<file path="src/rtl/block_pkg.sv">
// Shared geometry, pixel/block types and per-bank state for the block loader.
package block_pkg;
    localparam int PIXEL_W      = 4;
    localparam int BLOCK_DIM    = 4;
    localparam int BLOCK_PIXELS = BLOCK_DIM * BLOCK_DIM;
    localparam int ROW_W        = $clog2(BLOCK_DIM);
    localparam int IDX_W        = 2 * ROW_W;

    typedef logic [PIXEL_W-1:0] pixel_t;
    typedef pixel_t [BLOCK_DIM-1:0][BLOCK_DIM-1:0] block_t;
    typedef logic [IDX_W-1:0] idx_t;

    typedef enum logic [1:0] {
        BANK_FILLING,
        BANK_FULL,
        BANK_HELD
    } bank_state_e;
endpackage

</file>
<file path="src/rtl/block_bank.sv">
// One block of pixel registers written in row-major order, one pixel per cycle.
// full sets on the write to the last index and stays set until free_bank.
module block_bank
    import block_pkg::*;
(
    input  logic   clk,
    input  logic   rst,
    input  logic   wr_en,
    input  idx_t   wr_idx,
    input  pixel_t wr_pixel,
    input  logic   free_bank,
    output block_t pixels,
    output logic   full
);
    always_ff @(posedge clk) begin
        if (rst) begin
            pixels <= '0;
            full   <= 1'b0;
        end else begin
            if (wr_en) begin
                pixels[wr_idx[IDX_W-1:ROW_W]][wr_idx[ROW_W-1:0]] <= wr_pixel;
            end
            if (free_bank) begin
                full <= 1'b0;
            end else if (wr_en && (wr_idx == idx_t'(BLOCK_PIXELS - 1))) begin
                full <= 1'b1;
            end
        end
    end
endmodule

</file>
<file path="src/rtl/block_loader.sv">
// Assembles serial pixels into blocks; load_enable one cycle after the last pixel, pixel_ready low while no bank is free.
// BLOCK_LOADER_PINGPONG_EN: two alternating fill banks so filling overlaps the held block; otherwise one bank.
module block_loader #(
    parameter int PIXEL_W   = block_pkg::PIXEL_W,
    parameter int BLOCK_DIM = block_pkg::BLOCK_DIM
) (
    input  logic                                           clk,
    input  logic                                           rst,
    input  logic [PIXEL_W-1:0]                             pixel_in,
    input  logic                                           pixel_valid,
    output logic                                           pixel_ready,
    input  logic                                           block_done,
    output logic [BLOCK_DIM-1:0][BLOCK_DIM-1:0][PIXEL_W-1:0] block_pixels,
    output logic                                           load_enable,
    output logic                                           busy,
    output logic [15:0]                                    block_count
);
    import block_pkg::*;

`ifdef BLOCK_LOADER_PINGPONG_EN
    localparam bit PINGPONG = 1'b1;
    localparam int NB       = 2;
`else
    localparam bit PINGPONG = 1'b0;
    localparam int NB       = 1;
`endif

    bank_state_e     st [NB];
    bank_state_e     st_nxt [NB];
    block_t          bank_pix [NB];
    logic [NB-1:0]   bank_full;
    logic [NB-1:0]   bank_wr;
    logic [NB-1:0]   bank_free;
    logic [NB-1:0]   held;
    logic [NB-1:0]   held_nxt;
    logic [NB-1:0]   full_nxt;
    idx_t            fill_cnt;
    logic            fill_sel;
    logic            fill_sel_nxt;
    logic            accept;
    logic            last;
    logic            load;
    logic            load_sel;
    logic            ready_nxt;

`ifdef BLOCK_LOADER_PINGPONG_EN
    for (genvar b = 0; b < NB; b++) begin : g_bank
        block_bank u_bank (
            .clk       (clk),
            .rst       (rst),
            .wr_en     (bank_wr[b]),
            .wr_idx    (fill_cnt),
            .wr_pixel  (pixel_in),
            .free_bank (bank_free[b]),
            .pixels    (bank_pix[b]),
            .full      (bank_full[b])
        );
    end

    // Separate output register: the freed bank refills while the next block is still held.
    always_ff @(posedge clk) begin
        if (rst) begin
            block_pixels <= '0;
        end else if (load) begin
            block_pixels <= bank_pix[load_sel];
        end
    end
`else
    block_bank u_bank (
        .clk       (clk),
        .rst       (rst),
        .wr_en     (bank_wr[0]),
        .wr_idx    (fill_cnt),
        .wr_pixel  (pixel_in),
        .free_bank (bank_free[0]),
        .pixels    (bank_pix[0]),
        .full      (bank_full[0])
    );

    // Bank is not written while held, so it is stable whenever busy is high.
    assign block_pixels = bank_pix[0];
`endif

    always_comb begin
        accept   = pixel_valid && pixel_ready;
        last     = accept && (fill_cnt == idx_t'(BLOCK_PIXELS - 1));
        load     = 1'b0;
        load_sel = 1'b0;
        for (int b = 0; b < NB; b++) begin
            held[b]      = (st[b] == BANK_HELD);
            bank_wr[b]   = accept && (fill_sel == 1'(b));
            bank_free[b] = block_done && held[b];
            full_nxt[b]  = (bank_full[b] && !bank_free[b]) || (last && (fill_sel == 1'(b)));
        end
        held_nxt = held & ~bank_free;
        // Issue only when nothing remains held downstream, in the same edge that frees it.
        if (held_nxt == '0) begin
            for (int b = NB - 1; b >= 0; b--) begin
                if (full_nxt[b]) begin
                    load     = 1'b1;
                    load_sel = 1'(b);
                end
            end
        end
        if (load) begin
            held_nxt[load_sel] = 1'b1;
        end
        fill_sel_nxt = (PINGPONG && last) ? !fill_sel : fill_sel;
        for (int b = 0; b < NB; b++) begin
            if (!full_nxt[b]) begin
                st_nxt[b] = BANK_FILLING;
            end else if (held_nxt[b]) begin
                st_nxt[b] = BANK_HELD;
            end else begin
                st_nxt[b] = BANK_FULL;
            end
        end
        ready_nxt = (st_nxt[fill_sel_nxt] == BANK_FILLING);
    end

    always_ff @(posedge clk) begin
        if (rst) begin
            for (int b = 0; b < NB; b++) begin
                st[b] <= BANK_FILLING;
            end
            fill_cnt    <= '0;
            fill_sel    <= 1'b0;
            pixel_ready <= 1'b0;
            load_enable <= 1'b0;
            busy        <= 1'b0;
            block_count <= '0;
        end else begin
            for (int b = 0; b < NB; b++) begin
                st[b] <= st_nxt[b];
            end
            if (accept) begin
                fill_cnt <= fill_cnt + 1'b1;
            end
            fill_sel    <= fill_sel_nxt;
            pixel_ready <= ready_nxt;
            load_enable <= load;
            busy        <= |held_nxt;
            if (load) begin
                block_count <= block_count + 16'd1;
            end
        end
    end
endmodule

</file>
<file path="config.mk">
export PLATFORM = sky130hd
export DESIGN_NAME = block_loader
export DESIGN_NICKNAME = d
export VERILOG_FILES = /design/src/rtl/block_pkg.sv /design/src/rtl/block_bank.sv /design/src/rtl/block_loader.sv
export SDC_FILE = /design/constraint.sdc
export NUM_CORES = 1
export LEC_CHECK = 0
export BUFFER_PORTS_ARGS = -buffer_cell sky130_fd_sc_hd__buf_2
export CAP_MARGIN = 10
export CORE_MARGIN = 2
export CORE_UTILIZATION = 50
export DETAILED_ROUTE_END_ITERATION = 6
export HOLD_SLACK_MARGIN = 0.03
export PLACE_DENSITY = 0.83
export SLEW_MARGIN = 25
export SYNTH_ARGS = -nofsm -noshare
export SYNTH_HDL_FRONTEND = slang
export SYNTH_HIERARCHICAL = 1
export SYNTH_SLANG_ARGS = --single-unit
</file>
<file path="constraint.sdc">
create_clock -name clk -period 5.3 [get_ports clk]
set_input_delay 0.795 -clock clk [delete_from_list [all_inputs] [get_ports clk]]
set_output_delay 0.795 -clock clk [all_outputs]
set_load 0.1 [all_outputs]
</file>
### Yosys cells after proc, flatten, opt, wreduce, memory -nomap -nowiden

Memory sizes are Yosys's and may differ from the RTL's.
Index checks and enable logic that the tools add are counted.

| word-level totals | value |
|---|---|
| bits of input ports | 8 |
| output and inout port bits | 83 |
| bits in read-only memories | 0 |
| memories kept | 1 |
| register bits | 88 |
| word-level logic and storage cells | 59 |
| bits in writable memories | 2 |
| latch bits | 0 |

Memories:

| name | words | bits a word | rd ports | clocked after Yosys merged registers in | write ports | RTL line | source |
|---|---|---|---|---|---|---|---|
| st | 1 | 2 | 1 | 0 | 1 | block_loader.sv:28 | `bank_state_e st [NB];` |

| cells by class | value |
|---|---|
| bitwise logic cells | 2 |
| reductions and logical operators | 11 |
| $mul | 0 |
| eq/ne operators | 2 |
| order comparisons | 4 |
| mux-type cells | 15 |
| divide/modulo/power cells | 0 |
| $add $sub $neg | 2 |
| shift-type cells | 0 |

Operators with widths:

| kind | number |
|---|---|
| $bwmux W64 | 1 |
| $demux W16 S2 | 1 |
| $add A16 B1 Y16 const B | 1 |
| $mux W16 | 1 |
| $demux W4 S2 | 1 |
| $mux W1 | 7 |
| $logic_and A1 B1 Y1 | 6 |
| $lt A2 B3 Y1 const B | 2 |
| $mux W2 | 3 |
| $add A4 B1 Y4 const B | 1 |
| $eq A4 B4 Y1 const B | 1 |
| $ge A2 B1 Y1 const B | 2 |
| $mux W4 | 1 |
| $reduce_or A2 Y1 | 2 |
| $eq A2 B2 Y1 const B | 1 |
| $logic_not A2 Y1 | 1 |
| $and A1 B1 Y1 | 1 |
| $logic_not A1 Y1 | 1 |
| $logic_or A1 B1 Y1 | 1 |
| $not A1 Y1 | 1 |

### Longest topological paths before layout

An unclocked memory read counts as a cell.

| logic depth | value |
|---|---|
| depth after elaboration | 12 |
| depth in mapped cells | 7 |
| mapped depth without buffers | 5 |

### Modules after synthesis

Netlist, hierarchy kept.

Modules (own cells, without submodules):

| module | times used | area each (um^2) | cells an instance |
|---|---|---|---|
| block_bank | 1 | 2,581.2 | 239 |
| block_loader | 1 | 1,243.7 | 137 |

### Worst setup path before layout

No wires, ideal clock.

| timing path | value |
|---|---|
| path type | reg-to-reg |
| start | register block_count[2] |
| end | register block_count[15] |
| clock period less this slack | 2.303 ns |
| arrival | 2.182 ns |
| stages on the path, launching flop included | 6 |
| path slack | 2.997 ns |
| cell sequence | dfxtp_1 > and4_1 > buf_4 > nand3_1 > nor4b_2 > mux2_2 |

| on the way | value |
|---|---|
| word-level cells in the longest chain between the ends | 1 |

RTL lines:

| item | RTL line | source |
|---|---|---|
| start: declaration | block_loader.sv:16 | `output logic [15:0] block_count` |
| start signal: assignment | block_loader.sv:144 | `block_count <= block_count + 16'd1;` |
| $add A16 B1 Y16 | block_loader.sv:144 |  |

No other way between the ends.
A chain may end at the register's enable or synchronous reset.

==> impl_metrics.tcl <==
set metrics [dict create \
    routedWlPerCell_um 15.4 \
    fp.dieArea_um2 8370 \
    place_congestion 0.845 \
    combPwrFrac 0.055 \
    irDropWorstVdd_v 0.000153 \
    whs_path_depth 2 \
    crit_type "in2reg" \
    cts-root-buf "clkbuf_8" \
    drc 0 \
    syn_avg_cell_area_um2 10.2 \
    vias 3005 \
    ys_warn_count 6 \
    maxSlewViolCount 0 \
    area_delta_synth_final_pct 16.9 \
    synth_seq_cells 90 \
    p_sw_frac 0.241 \
    p_int_uw 918 \
    hold_viol_final 0 \
    antennaDiodeCount 0 \
    synth_top_flop_cell "dfxtp_1" \
    drv_cap 0 \
    min_period_ns 2.34 \
    slew_headroom 0.512 \
    wl_um 8570 \
    rsz0062_at_grt "no" \
    cts_resized 0 \
    slowest_stage "nand2b_1" \
    io_buffers 90 \
    synthesis.nets 386 \
    gr-total-overflow 0 \
    synth-edff-count 0 \
    ys_async_sr_fraction 0 \
    grtUsageTotal 0.208 \
    die_x_um 91.5 \
    max_stage_delay_ns 0.56 \
    rows 31 \
    status "complete, no violations" \
    fin_util 0.610 \
    vias_per_cell 5.40 \
    critical-path-top-delay-family "buffers and inverters" \
    syn_area_um2 3820 \
    post_cts_buffers 0 \
    ant_nets 0 \
    cts_made_buffers 9 \
    r2r_cells 5 \
    antenna_found_initial 0 \
    clock-sinks 90 \
    cp.arrival_ns 2.55 \
    synthCells 376 \
    crit_fanout 54 \
    path_cells "buf_2 > buf_4 > nand2b_1 > mux2i_1" \
    chipHeight_um 91.5 \
    fmax_mhz 426 \
    startpoint_type "primary input" \
    cts_hold_buf 0 \
    core_area_um2 7330 \
    clkTransAtPathRegs_ns 0.08 \
    crit_cells 4 \
    grt_max_degree 55 \
    initial_utilization 0.522 \
    grt_pass1_vias 2928 \
    grt_pass1_wl_um 14100 \
    seqPwrFrac 0.565 \
    ys_seq_area_frac 0.471 \
    clkPwrFrac 0.380 \
    holdCritPathClass "reg2reg" \
    io_pins 91 \
    finalNetCount 462 \
    clkLatencyLatePin_ns 0.35 \
    power.switching_uw 292 \
    synthDistinctLibCells 49 \
    drive_gt1_frac 0.252 \
    cp.required_ns 5.50 \
    htreeDepth 3 \
    crit_buf_inv 2 \
    endpoint_kind "flop" \
    finalSetupTns_ns 0 \
    skew_ns 0.00800 \
    p_leak_uw 0.00223 \
    final-setup-viol-count 0 \
    tightest_slew_ns 0.733 \
    drtIter0Drc 109 \
    firstDrtPassIters 4 \
    period_share 0.442 \
    p_per_area_nw_per_um2 271 \
    clockBufferDepth 2 \
    cts_tree "done" \
    dp_hpwl_um 5890 \
]
-- worst reg2reg max path: cells and delay by family (launching register included) --
family | cells | cell delay, ns
simple gates | 2 | 0.77
flops | 1 | 0.46
mux | 1 | 0.35
compound gates | 1 | 0.27
fa+ha+maj | 1 | 0.21
-- state kept, by name (all words and copies together) (netlist names) --
signal         cells
st                 2
busy               1
block_count       16
pixel_ready        1
u_bank/full        1
load_enable        1
fill_cnt           4
u_bank/pixels     64
-- power groups by stage --
stage / sequential (uW) / combinational [uW] / clock [uW]
2_1_floorplan: 721 / 33.6 / 0
3_3_place_gp: 699 / 65.7 / 0
3_5_place_dp: 699 / 66.7 / 0
4_1_cts: 684 / 67.0 / 468
5_1_grt: 684 / 70.6 / 494
6_report: 684 / 66.9 / 459
-- cells in the mapped netlist, types with 2 or more instances --
cell      number  area [um^2]
o31ai_1        4         30.0
nand4_1        5         31.3
dfxtp_1       90         1800
buf_2          7         35.0
nand2b_1      69          432
mux2i_1       65          651
xor2_1         2         17.5
and3b_1        2         17.5
a211o_1        5         43.8
buf_6          2         22.5
mux2_2         2         22.5
nor2_1         8         30.0
nand2_1       19         71.3
buf_4          2         15.0
nor2b_1        3         18.8
and4_1         2         17.5
or4_1          4         30.0
clkbuf_1      13         48.8
and3_1         6         37.5
and2_1         3         18.8
a31oi_1        2         12.5
inv_1          2         7.51
o41ai_1        6         52.6
a21oi_1       15         75.1
nand3_1       13         65.1
ha_1           2         25.0
-- routing by layer --
metal / track usage / routed length, um / up-vias
met5: 0 / 0 / -
met4: 0.0859 / 144 / 0
met3: 0.0440 / 449 / 16
met2: 0.343 / 4250 / 91
met1: 0.263 / 3730 / 1436
li1: - / - / 1462
-- layout by cell type, fill, tap and decap left out, types with 2 or more instances in the layout --
master      count
buf_2          90
nand3_1        13
or4_1           4
and3_1          6
nor2b_1         3
a31oi_1         2
xor2_1          2
nand2b_1       69
clkinvlp_4      2
and3b_1         2
o41ai_1         6
nor2_1          8
mux2_2          2
mux2i_1        65
and2_1          3
nand2_1        19
nand4_1         5
ha_1            2
a211o_1         5
inv_1           2
dfxtp_1        90
clkbuf_8        9
and4_1          2
o31ai_1         4
a21oi_1        15
clkinv_4        2
-- worst paths after layout --
kind / from / endpoint / slack (ns)
max: rst / u_bank/pixels[3] / 2.96
min: u_bank/pixels[23] / u_bank/pixels[23] / 0.47
max reg2reg: fill_cnt[0] / block_count[11] / 3.14
min reg2reg: u_bank/pixels[23] / u_bank/pixels[23] / 0.47
-- stage by stage --
| stage | cell area (um^2) | hold slack [ns] | cells | total power (uW) | worst slack, ns |
|---|---|---|---|---|---|
| 2_1_floorplan | 3820 | 0.492 | 376 | 754 | 3.00 |
| 3_3_place_gp | 4280 | 0.459 | 540 | 765 | 2.67 |
| 3_5_place_dp | 4280 | 0.464 | 540 | 766 | 2.60 |
| 4_1_cts | 4470 | 0.478 | 556 | 1220 | 2.97 |
| 5_1_grt | 4470 | 0.501 | 556 | 1250 | 2.77 |
| 6_report | 4470 | 0.470 | 556 | 1210 | 2.96 |
-- cell families (layout without fill, tap and decap cells) --
kind of cell,after synthesis,after routing,synth area share
XOR/XNOR,3,3,0.00687
multiplexers,68,68,0.179
AND/OR/NAND/NOR,145,145,0.225
adder cells (fa/ha/maj),2,2,0.00654
AO/OA/AOI/OAI,39,39,0.0746
flip-flops,90,90,0.471
other,1,1,0.000980
buffers and inverters,28,109,0.0360
-- cell type report --
cell class,instances,area [um^2]
clock buffers,10,128
clock inverters,6,67.6
fillers,625,2860
inverters,2,7.51
multi-input cells,258,1890
flip-flops and latches,90,1800
well taps,99,124
repair buffers,91,458
Power figures use the tool's default switching activity.
